--- src/rtl/counter_sched_pkg.sv ---
// Shared types for the counter command scheduler: opcodes, FSM states and default width.
package counter_sched_pkg;

  localparam int unsigned CTR_WIDTH_DEFAULT = 4;

  typedef enum logic [1:0] {
    OP_LOAD = 2'd0,
    OP_UP   = 2'd1,
    OP_DOWN = 2'd2,
    OP_READ = 2'd3
  } op_e;

  typedef enum logic [1:0] {
    S_IDLE = 2'd0,
    S_LOAD = 2'd1,
    S_RUN  = 2'd2,
    S_RESP = 2'd3
  } state_e;

endpackage

--- src/rtl/counter_sched_rr_arbiter2.sv ---
// Two-way round-robin arbiter: combinational grant, priority pointer moves past each accepted grant.
module rr_arbiter2
  import counter_sched_pkg::*;
(
  input  logic       clk,
  input  logic       rst,
  input  logic [1:0] req,
  input  logic       advance,
  output logic [1:0] grant
);

  logic ptr_q;

  always_comb begin
    grant = '0;
    unique case (req)
      2'b01:   grant = 2'b01;
      2'b10:   grant = 2'b10;
      2'b11:   grant = ptr_q ? 2'b10 : 2'b01;
      default: grant = '0;
    endcase
  end

  // A grant to requester 0 hands priority to 1, and vice versa.
  always_ff @(posedge clk) begin
    if (rst) begin
      ptr_q <= 1'b0;
    end else if (advance && (|grant)) begin
      ptr_q <= grant[0];
    end
  end

endmodule

--- src/rtl/counter_sched.sv ---
// Arbitrates LOAD/UP/DOWN/READ commands from two requesters onto an external up/down counter.
module counter_sched
  import counter_sched_pkg::*;
#(
  parameter int unsigned WIDTH   = CTR_WIDTH_DEFAULT,
  parameter int unsigned NUM_REQ = 2
) (
  input  logic                   clk,
  input  logic                   rst,
  input  logic [NUM_REQ-1:0]     req_valid,
  output logic [NUM_REQ-1:0]     req_ready,
  input  logic [2*NUM_REQ-1:0]   req_op,
  input  logic [WIDTH*NUM_REQ-1:0] req_arg,
  output logic                   rsp_valid,
  output logic                   rsp_id,
  output logic [WIDTH-1:0]       rsp_count,
  output logic                   busy,
  output logic                   ctr_load,
  output logic                   ctr_enable,
  output logic                   ctr_up_down,
  output logic [WIDTH-1:0]       ctr_d_in,
  input  logic [WIDTH-1:0]       ctr_count
);

  state_e           state_q, state_d;
  op_e              op_q, op_d;
  logic [WIDTH-1:0] arg_q, arg_d;
  logic [WIDTH-1:0] rem_q, rem_d;
  logic             id_q, id_d;

  logic             idle;
  logic [1:0]       grant;
  logic             accept;
  logic             acc_id;
  op_e              acc_op;
  logic [WIDTH-1:0] acc_arg;

  assign idle = (state_q == S_IDLE);

  rr_arbiter2 u_arb (
    .clk     (clk),
    .rst     (rst),
    .req     (req_valid & {NUM_REQ{idle}}),
    .advance (accept),
    .grant   (grant)
  );

  assign req_ready = grant;
  assign accept    = |(req_valid & req_ready);
  assign acc_id    = req_ready[1];
  assign acc_op    = op_e'(acc_id ? req_op[3:2] : req_op[1:0]);
  assign acc_arg   = acc_id ? req_arg[2*WIDTH-1:WIDTH] : req_arg[WIDTH-1:0];
  assign busy      = !idle;

  always_comb begin
    state_d     = state_q;
    op_d        = op_q;
    arg_d       = arg_q;
    id_d        = id_q;
    rem_d       = rem_q;
    rsp_valid   = 1'b0;
    rsp_id      = 1'b0;
    rsp_count   = '0;
    ctr_load    = 1'b0;
    ctr_enable  = 1'b0;
    ctr_up_down = 1'b0;
    ctr_d_in    = '0;
    unique case (state_q)
      S_IDLE: begin
        if (accept) begin
          op_d  = acc_op;
          arg_d = acc_arg;
          id_d  = acc_id;
          unique case (acc_op)
            OP_LOAD: state_d = S_LOAD;
            OP_UP, OP_DOWN: begin
              if (acc_arg != '0) begin
                rem_d   = acc_arg;
                state_d = S_RUN;
              end else begin
                state_d = S_RESP;
              end
            end
            default: state_d = S_RESP;
          endcase
        end
      end
      S_LOAD: begin
        ctr_load = 1'b1;
        ctr_d_in = arg_q;
        state_d  = S_RESP;
      end
      S_RUN: begin
        // One counter step per cycle; leave after the last of arg steps.
        ctr_enable  = 1'b1;
        ctr_up_down = (op_q == OP_UP);
        rem_d       = rem_q - 1'b1;
        if (rem_q == WIDTH'(1)) begin
          state_d = S_RESP;
        end
      end
      S_RESP: begin
        rsp_valid = 1'b1;
        rsp_id    = id_q;
        rsp_count = ctr_count;
        state_d   = S_IDLE;
      end
      default: state_d = S_IDLE;
    endcase
  end

  always_ff @(posedge clk) begin
    if (rst) begin
      state_q <= S_IDLE;
      op_q    <= OP_LOAD;
      arg_q   <= '0;
      id_q    <= 1'b0;
      rem_q   <= '0;
    end else begin
      state_q <= state_d;
      op_q    <= op_d;
      arg_q   <= arg_d;
      id_q    <= id_d;
      rem_q   <= rem_d;
    end
  end

endmodule
--- config.mk ---
export PLATFORM = sky130hd
export DESIGN_NAME = counter_sched
export DESIGN_NICKNAME = d
export VERILOG_FILES = /design/src/rtl/counter_sched_pkg.sv /design/src/rtl/counter_sched_rr_arbiter2.sv /design/src/rtl/counter_sched.sv
export SDC_FILE = /design/constraint.sdc
export NUM_CORES = 1
export LEC_CHECK = 0
export CAP_MARGIN = 15
export CORE_MARGIN = 4
export CORE_UTILIZATION = 44
export CTS_CLUSTER_DIAMETER = 40
export DETAILED_ROUTE_END_ITERATION = 16
export PLACE_DENSITY = 0.79
export SLEW_MARGIN = 20
export SYNTH_ARGS = -nofsm -noshare
export SYNTH_HDL_FRONTEND = slang
export SYNTH_SLANG_ARGS = --single-unit
--- constraint.sdc ---
create_clock -name clk -period 3.6 [get_ports clk]
set_clock_uncertainty 0.15 [all_clocks]
set_input_delay 0.36 -clock clk [delete_from_list [all_inputs] [get_ports clk]]
set_output_delay 0.36 -clock clk [all_outputs]
set_load 0.02 [all_outputs]
; ---- Yosys cells after proc, flatten, opt, wreduce, memory -nomap -nowiden
; Index checks and enable logic that the tools add are counted.
[totals]
in_bits = 20
register_bits = 14
[op_classes]
add_sub_neg = 1
reduce_logical = 12
bitwise_logic = 2
n_eq_ne = 14
muxes = 20
[op_table]
columns = op, n
row1 = two-way mux 4 bit, 6
row2 = "== test 2 bit, second input constant", 5
row3 = "== test 2 x 1 -> 1 bit, second input constant", 4
row4 = two-way mux 2 bit, 4
row5 = one-hot mux 2 bit (4 select lines), 1
row6 = one-hot mux 4 bit (2 select lines), 1
row7 = two-way mux 1 bit, 6
row8 = "!= test 2 x 1 -> 1 bit, second input constant", 3
row9 = one-hot mux 2 bit (3 select lines), 1
row10 = OR reduction 2 bit, 3
row11 = AND 2 bit, 2
row12 = "== test 4 x 1 -> 1 bit, second input constant", 1
row13 = logical NOT 2 bit, 2
row14 = one-hot mux 2 bit (2 select lines), 1
row15 = AND reduction 2 bit, 2
row16 = AND reduction 4 bit, 1
row17 = nonzero test 4 bit, 1
row18 = "subtractor 4 x 1 -> 4 bit, second input constant", 1
row19 = "!= test 2 bit, second input constant", 1
row20 = nonzero test 2 bit, 1
row21 = logical AND 1 bit, 1
row22 = logical NOT 1 bit, 1

; ---- Longest topological paths before layout
; Gate-level depths: netlist of the first run.
[logic_depth]
ltp_word = 10
depth_mapped = 12
ltp_nobuf = 11

; ---- Cells and area by module
; A second synthesis of the first run with hierarchy kept.
[unflattened]
hier_cells = 113
hier_area_um2 = 1016.0
[modules_own_cells]
columns = mod, instances, area_per_inst_um2, cells_each, seq_area_each_um2
row1 = counter_sched, 1, 950.9, 106, 260.2
row2 = rr_arbiter2, 1, 65.1, 7, 20.0

; ---- Worst setup path after synthesis of the first run
; Ideal clock, no wire load.
[synth_timing]
path_type = register to register
from = reg state_q[0]
to = reg rem_q[0]
t_arrival_ps = 2426
stages_incl_launch_ff = 12
period_less_slack_ps = 2647
path_slack_ps = 953
n_path_buf = 1
path_cell_list = dfxtp_1 inv_1 ha_1 buf_4 nand3_2 inv_1 mux2i_1 inv_1 ha_1 a41oi_4 or3_1 a21oi_1
[synth_via]
elab_chain_len = 9
elab_cells_between_ends = 24
[synth_rtl]
columns = item, line
row1 = from (decl), counter_sched.sv:25  ; state_e state_q, state_d;
row2 = from (signal assigned), counter_sched.sv:120  ; state_q <= state_d;
row3 = logical NOT 2 bit (*), counter_sched.sv:38  ; assign idle = (state_q == S_IDLE);
row4 = AND 2 bit (*), counter_sched.sv:43  ; .req (req_valid & {NUM_REQ{idle}}),
row5 = == test 2 bit or == test 2 x 1 -> 1 bit (tied branches), counter_sched_rr_arbiter2.sv:16  ; unique case (req)
row6 = one-hot mux 2 bit (3 select lines) (*), counter_sched_rr_arbiter2.sv:16
row7 = via req_ready[1], counter_sched.sv:11  ; output logic [NUM_REQ-1:0] req_ready,
row8 = two-way mux 2 bit (*), counter_sched.sv:51  ; assign acc_op = op_e'(acc_id ? req_op[3:2] : req_op[1:0]);
row9 = via acc_op[0], counter_sched.sv:35  ; op_e acc_op;
row10 = == test 2 x 1 -> 1 bit or == test 2 bit (tied branches), counter_sched.sv:74  ; unique case (acc_op)
row11 = OR reduction 2 bit (*), counter_sched.sv:74
row12 = != test 2 x 1 -> 1 bit (no source line) (*), --
row13 = AND reduction 4 bit (no source line) (*), --
row14 = to (signal assigned), counter_sched.sv:124  ; rem_q <= rem_d;
row15 = to (decl), counter_sched.sv:28  ; logic [WIDTH-1:0] rem_q, rem_d;
; The timed path passes the listed nets; every way through them passes the cells marked *. The select of a mux whose other input is x is not followed.
; A chain may end at the register's enable or synchronous reset.

; ---- Worst setup path after layout of the first run
[layout_timing]
from = reg state_q[0]
to = reg rem_q[0]
[layout_via]
elab_chain_len = 9
elab_cells_between_ends = 24
[layout_rtl]
columns = item, line
row1 = logical NOT 2 bit (*), counter_sched.sv:38
row2 = AND 2 bit (*), counter_sched.sv:43
row3 = == test 2 bit or == test 2 x 1 -> 1 bit (tied branches), counter_sched_rr_arbiter2.sv:16
row4 = one-hot mux 2 bit (3 select lines) (*), counter_sched_rr_arbiter2.sv:16
row5 = two-way mux 2 bit (*), counter_sched.sv:51
row6 = via acc_op[0], counter_sched.sv:35
row7 = == test 2 x 1 -> 1 bit or == test 2 bit (tied branches), counter_sched.sv:74
row8 = OR reduction 2 bit (*), counter_sched.sv:74
row9 = != test 2 x 1 -> 1 bit (no source line) (*), --
row10 = AND reduction 4 bit (no source line) (*), --
; Marked as above.

==> results of run 1 <==
## flip-flops by register name, summed over array words and instances (netlist names)
register / count
op_q: 2
state_q: 2
id_q: 1
arg_q: 4
u_arb.ptr_q: 1
rem_q: 4
## per-layer routing
layer	GRT usage	vias up	part of all wire
met2	0.343	16	0.53
met5	0	-	0
li1	-	477	-
met1	0.195	429	0.41
met3	0.0536	7	0.037
met4	0.0931	0	0.022
## power by group
| group | leakage (nW) | internal (mW) | switching [mW] |
|---|---|---|---|
| clock network | 0.0210 | 0.0617 | 0.0554 |
| registers | 0.116 | 0.211 | 0.0418 |
| logic | 0.438 | 0.253 | 0.318 |
## worst max-delay path, stage by stage (launching register included)
cell,delay (ns)
dfxtp_1,0.35
inv_1,0.12
ha_1,0.33
nand3_2,0.23
inv_1,0.18
mux2i_1,0.39
inv_1,0.09
ha_1,0.34
a41oi_4,0.16
or3_1,0.38
a21oi_1,0.15
## area by class of cell
type                    count  area (sq um)  area share
multi-input cells          88           638       0.461
repair buffers             35           350       0.253
flip-flops and latches     14           280       0.203
inverters                  12          45.0      0.0325
clock buffers               4          36.3      0.0262
well taps                  27          33.8      0.0244
## cell families after synthesis
family	after synthesis	share of synthesized area
AND/OR/NAND/NOR	42	0.229
adder cells (fa/ha/maj)	10	0.128
flip-flops	14	0.286
multiplexers	8	0.0818
AO/OA/AOI/OAI	28	0.214
buffers and inverters	15	0.0614
## cells in the mapped netlist (all sizes together)
library cell	instances
ha	10
dfxtp	14
nand2	6
a31oi	1
o221ai	1
a211oi	8
nand4	1
nor2	17
clkbuf	1
a211o	3
a21oi	8
a41oi	1
o21ai	4
buf	2
nor4	3
a22oi	1
nand3	1
and2	10
nand2b	2
mux2i	8
and2b	1
a21boi	1
or3	1
inv	12
## stage by stage
stage / hold WS [ns] / setup WS, ns / std cells
global placement: 0.298 / 0.686 / 176
detailed placement: 0.299 / 0.522 / 176
finish: 0.311 / 0.651 / 180
floorplan: 0.279 / 0.953 / 117
CTS: 0.313 / 0.649 / 180
global route: 0.354 / 0.432 / 180
## final timing paths
kind | startpoint | to | slack (ns) | cells past startpoint
min | id_q | id_q | 0.31 | 2
min reg2reg | id_q | id_q | 0.31 | 2
max reg2reg | state_q[0] | rem_q[0] | 0.65 | 10
max | state_q[0] | rem_q[0] | 0.65 | 10
==> reports/metrics.cfg, run 1 <==
[clocking]
tritoncts_clock_tree = done
cts_sinks = 14
ctsHtreeMaxLevel = 1
cts.reportedPaths.clkPinSlew_ns = 0.09
cts_hold_buffers = 0
post_cts_buffers = 0
cts_root_buf = clkbuf_4
cts-buffers-inserted = 3
cts-resized-gates = 0
ctsLongestPathBuffers = 2
insertion_delay_ns = 0.29

[power]
total_leakage_power_nw = 0.574
total_power_mw = 0.940
ir_drop_worst_case_vdd_mv = 0.465
power.density_nw_per_um2 = 679

[yosys]
mappedNetlistArea_sq_um = 978
synth_area_leaders = dfxtp_1 (29%), ha_1 (13%), mux2i_1 (8.2%)
yosys.cell_types.count = 29
syn-instance-count = 117
postSynthRegisterBits = 14
synthesized_nets = 147
synth_largest_type_area_fraction = 0.286
synth_area_per_cell_sq_um = 8.36
register_area_share_after_synthesis = 0.286
synth_top_cell_by_area = dfxtp_1
yosysWarnings = 0

[sta]
final.period_utilization = 0.819
final.setup.tns_ns = 0
finalSetupViolCount = 0
slew-limit-headroom = 0.637
achievable-frequency_mhz = 339
tightest_slew_ns = 0.543
timing_hold_violations_final = 0
unrepaired_setup_endpoints_after_global_routing = no
final_period_minus_worst_setup_slack_ns = 2.95
maxSlewViolCount = 0

[finish]
most_common_cell_after_layout_fill_and_taps_aside = clkdlybuf4s50_1
antenna-diode-count = 0
final.fill_count = 193
num-nets-final = 184
finalCoreUtilization = 0.678
synthToLayoutAreaGrowth_pct = 41.4
layout.cell_area.non_filler_sq_um = 1380
final_layout_size_suffix_gt1_frac = 0.0654
layout_common_cells = clkdlybuf4s50_1 (35), nor2_1 (16), dfxtp_1 (14)

[placed_design]
dp_hpwl_microns = 2050
portBuffers = 35
final_wtd_congestion = 0.787
dpl_cell_area_sq_um = 1350

[detailed_routing]
wire_length_per_cell_after_detailed_routing_microns = 13.6
vias_per_cell = 5.16
dr.first_iter.drc_count = 17
ant_nets = 0
drt_drc_violations_left = 0
wl_microns = 2460
route.vias.total = 929
drt_first_pass_iters = 4

[setup_path]
cp_data_required_time_ns = 3.66
worst_setup_path_start_kind = flip-flop
arrival_ns = 3.01
crit_path_max_fanout = 8
criticalPathCategory = flip-flop to flip-flop
kind_of_capture_point_of_the_worst_setup_path = flip-flop

[floorplanning]
num_io_pins = 36
placeable_core_region_sq_um = 2040
placement_rows = 16
die_footprint_sq_um = 3040
die_height_microns = 55.2
die_width_microns = 55.2
initial_utilization = 0.479

[global_routing]
grt_start_max_net_pins = 15
first_global_vias = 887
grt_antenna_before_repair = 0
grt_first_pass_wirelength_microns = 3950
gr-total-overflow = 0
grt.total_usage = 0.188

[job]
max_cap_violations = 0

[hold_path]
worstHoldPathType = flip-flop to flip-flop

[run_status]
status = complete, no violations

Note: power is estimated with default switching activity, not from simulation.
==> inputs of run 2 (changes only) <==
==> constraint.sdc (replaced) <==
create_clock -name clk -period 2.8 [get_ports clk]
set_clock_uncertainty 0.15 [all_clocks]
set_input_delay 0.28 -clock clk [delete_from_list [all_inputs] [get_ports clk]]
set_output_delay 0.28 -clock clk [all_outputs]
set_load 0.02 [all_outputs]
==> run 2 against run 1 <==
Net effect: critical path depth is the same; critical endpoint unchanged; die area did not move; critical path type unchanged; largest power group unchanged; largest cell class unchanged; worst setup slack worse by 0.36 ns.
==> reports/metrics.cfg, run 2 (synthesized netlist as in run 1, its figures left out) <==
[sta]
maxSlewViolCount = 0  ; unchanged
timing_hold_violations_final = 0  ; unchanged
unrepaired_setup_endpoints_after_global_routing = no
slew-limit-headroom = 0.653  ; +0.0163
final.period_utilization = 0.897  ; +0.0781
final.setup.tns_ns = 0  ; unchanged
tightest_slew_ns = 0.519  ; -0.0244 ns
finalSetupViolCount = 0  ; unchanged
achievable-frequency_mhz = 398  ; +17%
final_period_minus_worst_setup_slack_ns = 2.51  ; -0.437 ns

[finish]
reg.largest.list = arg_q: 4 flops, rem_q: 4 flops
final_layout_size_suffix_gt1_frac = 0.0897  ; +0.0244
layout_common_cells = clkdlybuf4s50_1 (35), nor2_1 (16), dfxtp_1 (14)
most_common_cell_after_layout_fill_and_taps_aside = clkdlybuf4s50_1
finalCoreUtilization = 0.690  ; +0.0123
final.fill_count = 180  ; -6.7%
num-nets-final = 187  ; +1.6%
synthToLayoutAreaGrowth_pct = 44.0
layout.cell_area.non_filler_sq_um = 1410  ; +1.8%
ff_latch_area_sq_um = 280  ; unchanged
antenna-diode-count = 0  ; unchanged
multiInputGateArea_sq_um = 641  ; +0.39%

[clocking]
tritoncts_clock_tree = done
cts_sinks = 14  ; unchanged
cts_root_buf = clkbuf_4
insertion_delay_ns = 0.29  ; about the same
ctsHtreeMaxLevel = 1  ; unchanged
post_cts_buffers = 0  ; unchanged
ctsLongestPathBuffers = 2  ; unchanged
cts.reportedPaths.clkPinSlew_ns = 0.10  ; about the same
cts-buffers-inserted = 3  ; unchanged

[placed_design]
final_wtd_congestion = 0.763  ; -3.0%
portBuffers = 35  ; unchanged
dpl_cell_area_sq_um = 1370  ; +1.7%
dp_hpwl_microns = 2040  ; -0.55%

[hold_path]
hold_depth = 2  ; unchanged
worstHoldPathType = flip-flop to flip-flop
timing.hold.worst.start = id_q
hold-path-endpoint = id_q

[job]
max_cap_violations = 0  ; unchanged

[global_routing]
grt_start_max_net_pins = 15  ; unchanged
grt.total_usage = 0.188  ; about the same
first_global_vias = 887  ; unchanged
gr-total-overflow = 0  ; unchanged
grt_antenna_before_repair = 0  ; unchanged
grt_first_pass_wirelength_microns = 4000  ; +1.2%

[power]
total_power_mw = 1.23  ; +30%
power.density_nw_per_um2 = 870  ; +28%
total_leakage_power_nw = 0.587  ; +2.2%
ir_drop_worst_case_vdd_mv = 0.630  ; +36%

[detailed_routing]
drt_drc_violations_left = 0  ; unchanged
wl_microns = 2460  ; +0.24%
wire_length_per_cell_after_detailed_routing_microns = 13.4  ; -1.4%
vias_per_cell = 5.11  ; -1.0%
dr.first_iter.drc_count = 12  ; -5
route.vias.total = 935  ; +0.65%
drt_first_pass_iters = 4  ; unchanged
ant_nets = 0  ; unchanged

[setup_path]
worst_path_most_repeated_cell = inv_1
kind_of_capture_point_of_the_worst_setup_path = flip-flop
critical_path.reg2reg.endpoint = rem_q[0]
worst_setup_path_start_kind = flip-flop
timing.critical_path.buf_inv = 3  ; unchanged
cpMaxStageDelayCell = or3_1
timing.reg2reg.setup_slack_ns = 0.29  ; -0.36 ns
worst-r2r-cell-count = 10  ; unchanged
criticalPathCategory = flip-flop to flip-flop
critical_r2r_launch = state_q[1]
crit_path_max_fanout = 8  ; unchanged
worst_path_dominant_cell_family = adder cells
worst_path_largest_cell_delay_ns = 0.38  ; about the same
cp-startpoint = state_q[1]
cp_num_cells = 10  ; unchanged
arrival_ns = 2.58  ; -0.43 ns
worstPathCellList = inv_1 -> ha_2 -> nand3_2 -> inv_1 -> mux2i_1 -> inv_1 -> ha_1 -> a41oi_4 -> or3_1 -> a21oi_1
cp_data_required_time_ns = 2.87  ; -0.79 ns

[floorplanning]
die_width_microns = 55.2  ; unchanged
die_height_microns = 55.2  ; unchanged
placeable_core_region_sq_um = 2040  ; unchanged
die_footprint_sq_um = 3040  ; unchanged
num_io_pins = 36  ; unchanged
placement_rows = 16  ; unchanged
initial_utilization = 0.479  ; unchanged

[run_status]
status = complete, no violations

==> run 2: cell count changes in the layout (fill, tap and decap cells not counted), sizes merged <==
cell | before | now
buf | 0 | 3
==> run 2: timing repair <==
item,in CTS,in global routing
setup endpoints to repair,0,1
resized for setup,0,1
hold buffers,0,0
==> run 2: worst max-delay path by stage <==
stage / end / slack (ns)
2_1_floorplan: rem_q[0] / 0.15
3_3_place_gp: rem_q[0] / 0.24
3_5_place_dp: rem_q[0] / 0.14
4_1_cts: rem_q[0] / 0.18
5_1_grt: rem_q[0] / 0.09
6_report: rem_q[0] / 0.29
==> run 2: layout make-up <==
class	count	share of cell area
repair buffers	38	0.265
flip-flops and latches	14	0.199
well taps	27	0.0240
clock buffers	4	0.0258
multi-input cells	88	0.455
inverters	12	0.0320
==> run 2: stage by stage <==
step           setup WS [ns]  hold slack, ns  instances
5_1_grt               0.0857           0.373        183
2_1_floorplan          0.153           0.203        117
4_1_cts                0.184           0.330        183
3_3_place_gp           0.238           0.310        179
6_report               0.288           0.322        183
3_5_place_dp           0.135           0.317        179
==> run 2: report_power, final <==
part | total, mW | switching, mW | internal [mW]
sequential | 0.323 | 0.0526 | 0.271
clock | 0.154 | 0.0749 | 0.0792
combinational | 0.748 | 0.407 | 0.340
total | 1.23 | 0.535 | 0.690
==> run 2: per-layer routing <==
metal	part of all wire	vias up	track usage	routed length (microns)
met5	0	-	0	0
met4	0.0049	0	0.0688	12
met3	0.030	2	0.0322	75
met2	0.55	13	0.346	1350
met1	0.42	435	0.214	1020
li1	-	485	-	-
==> run 2: worst min-delay path, stage by stage, from the launching register on <==
cell and delay [ns]:
dfxtp_1 0.32, inv_1 0.05, a211oi_1 0.06
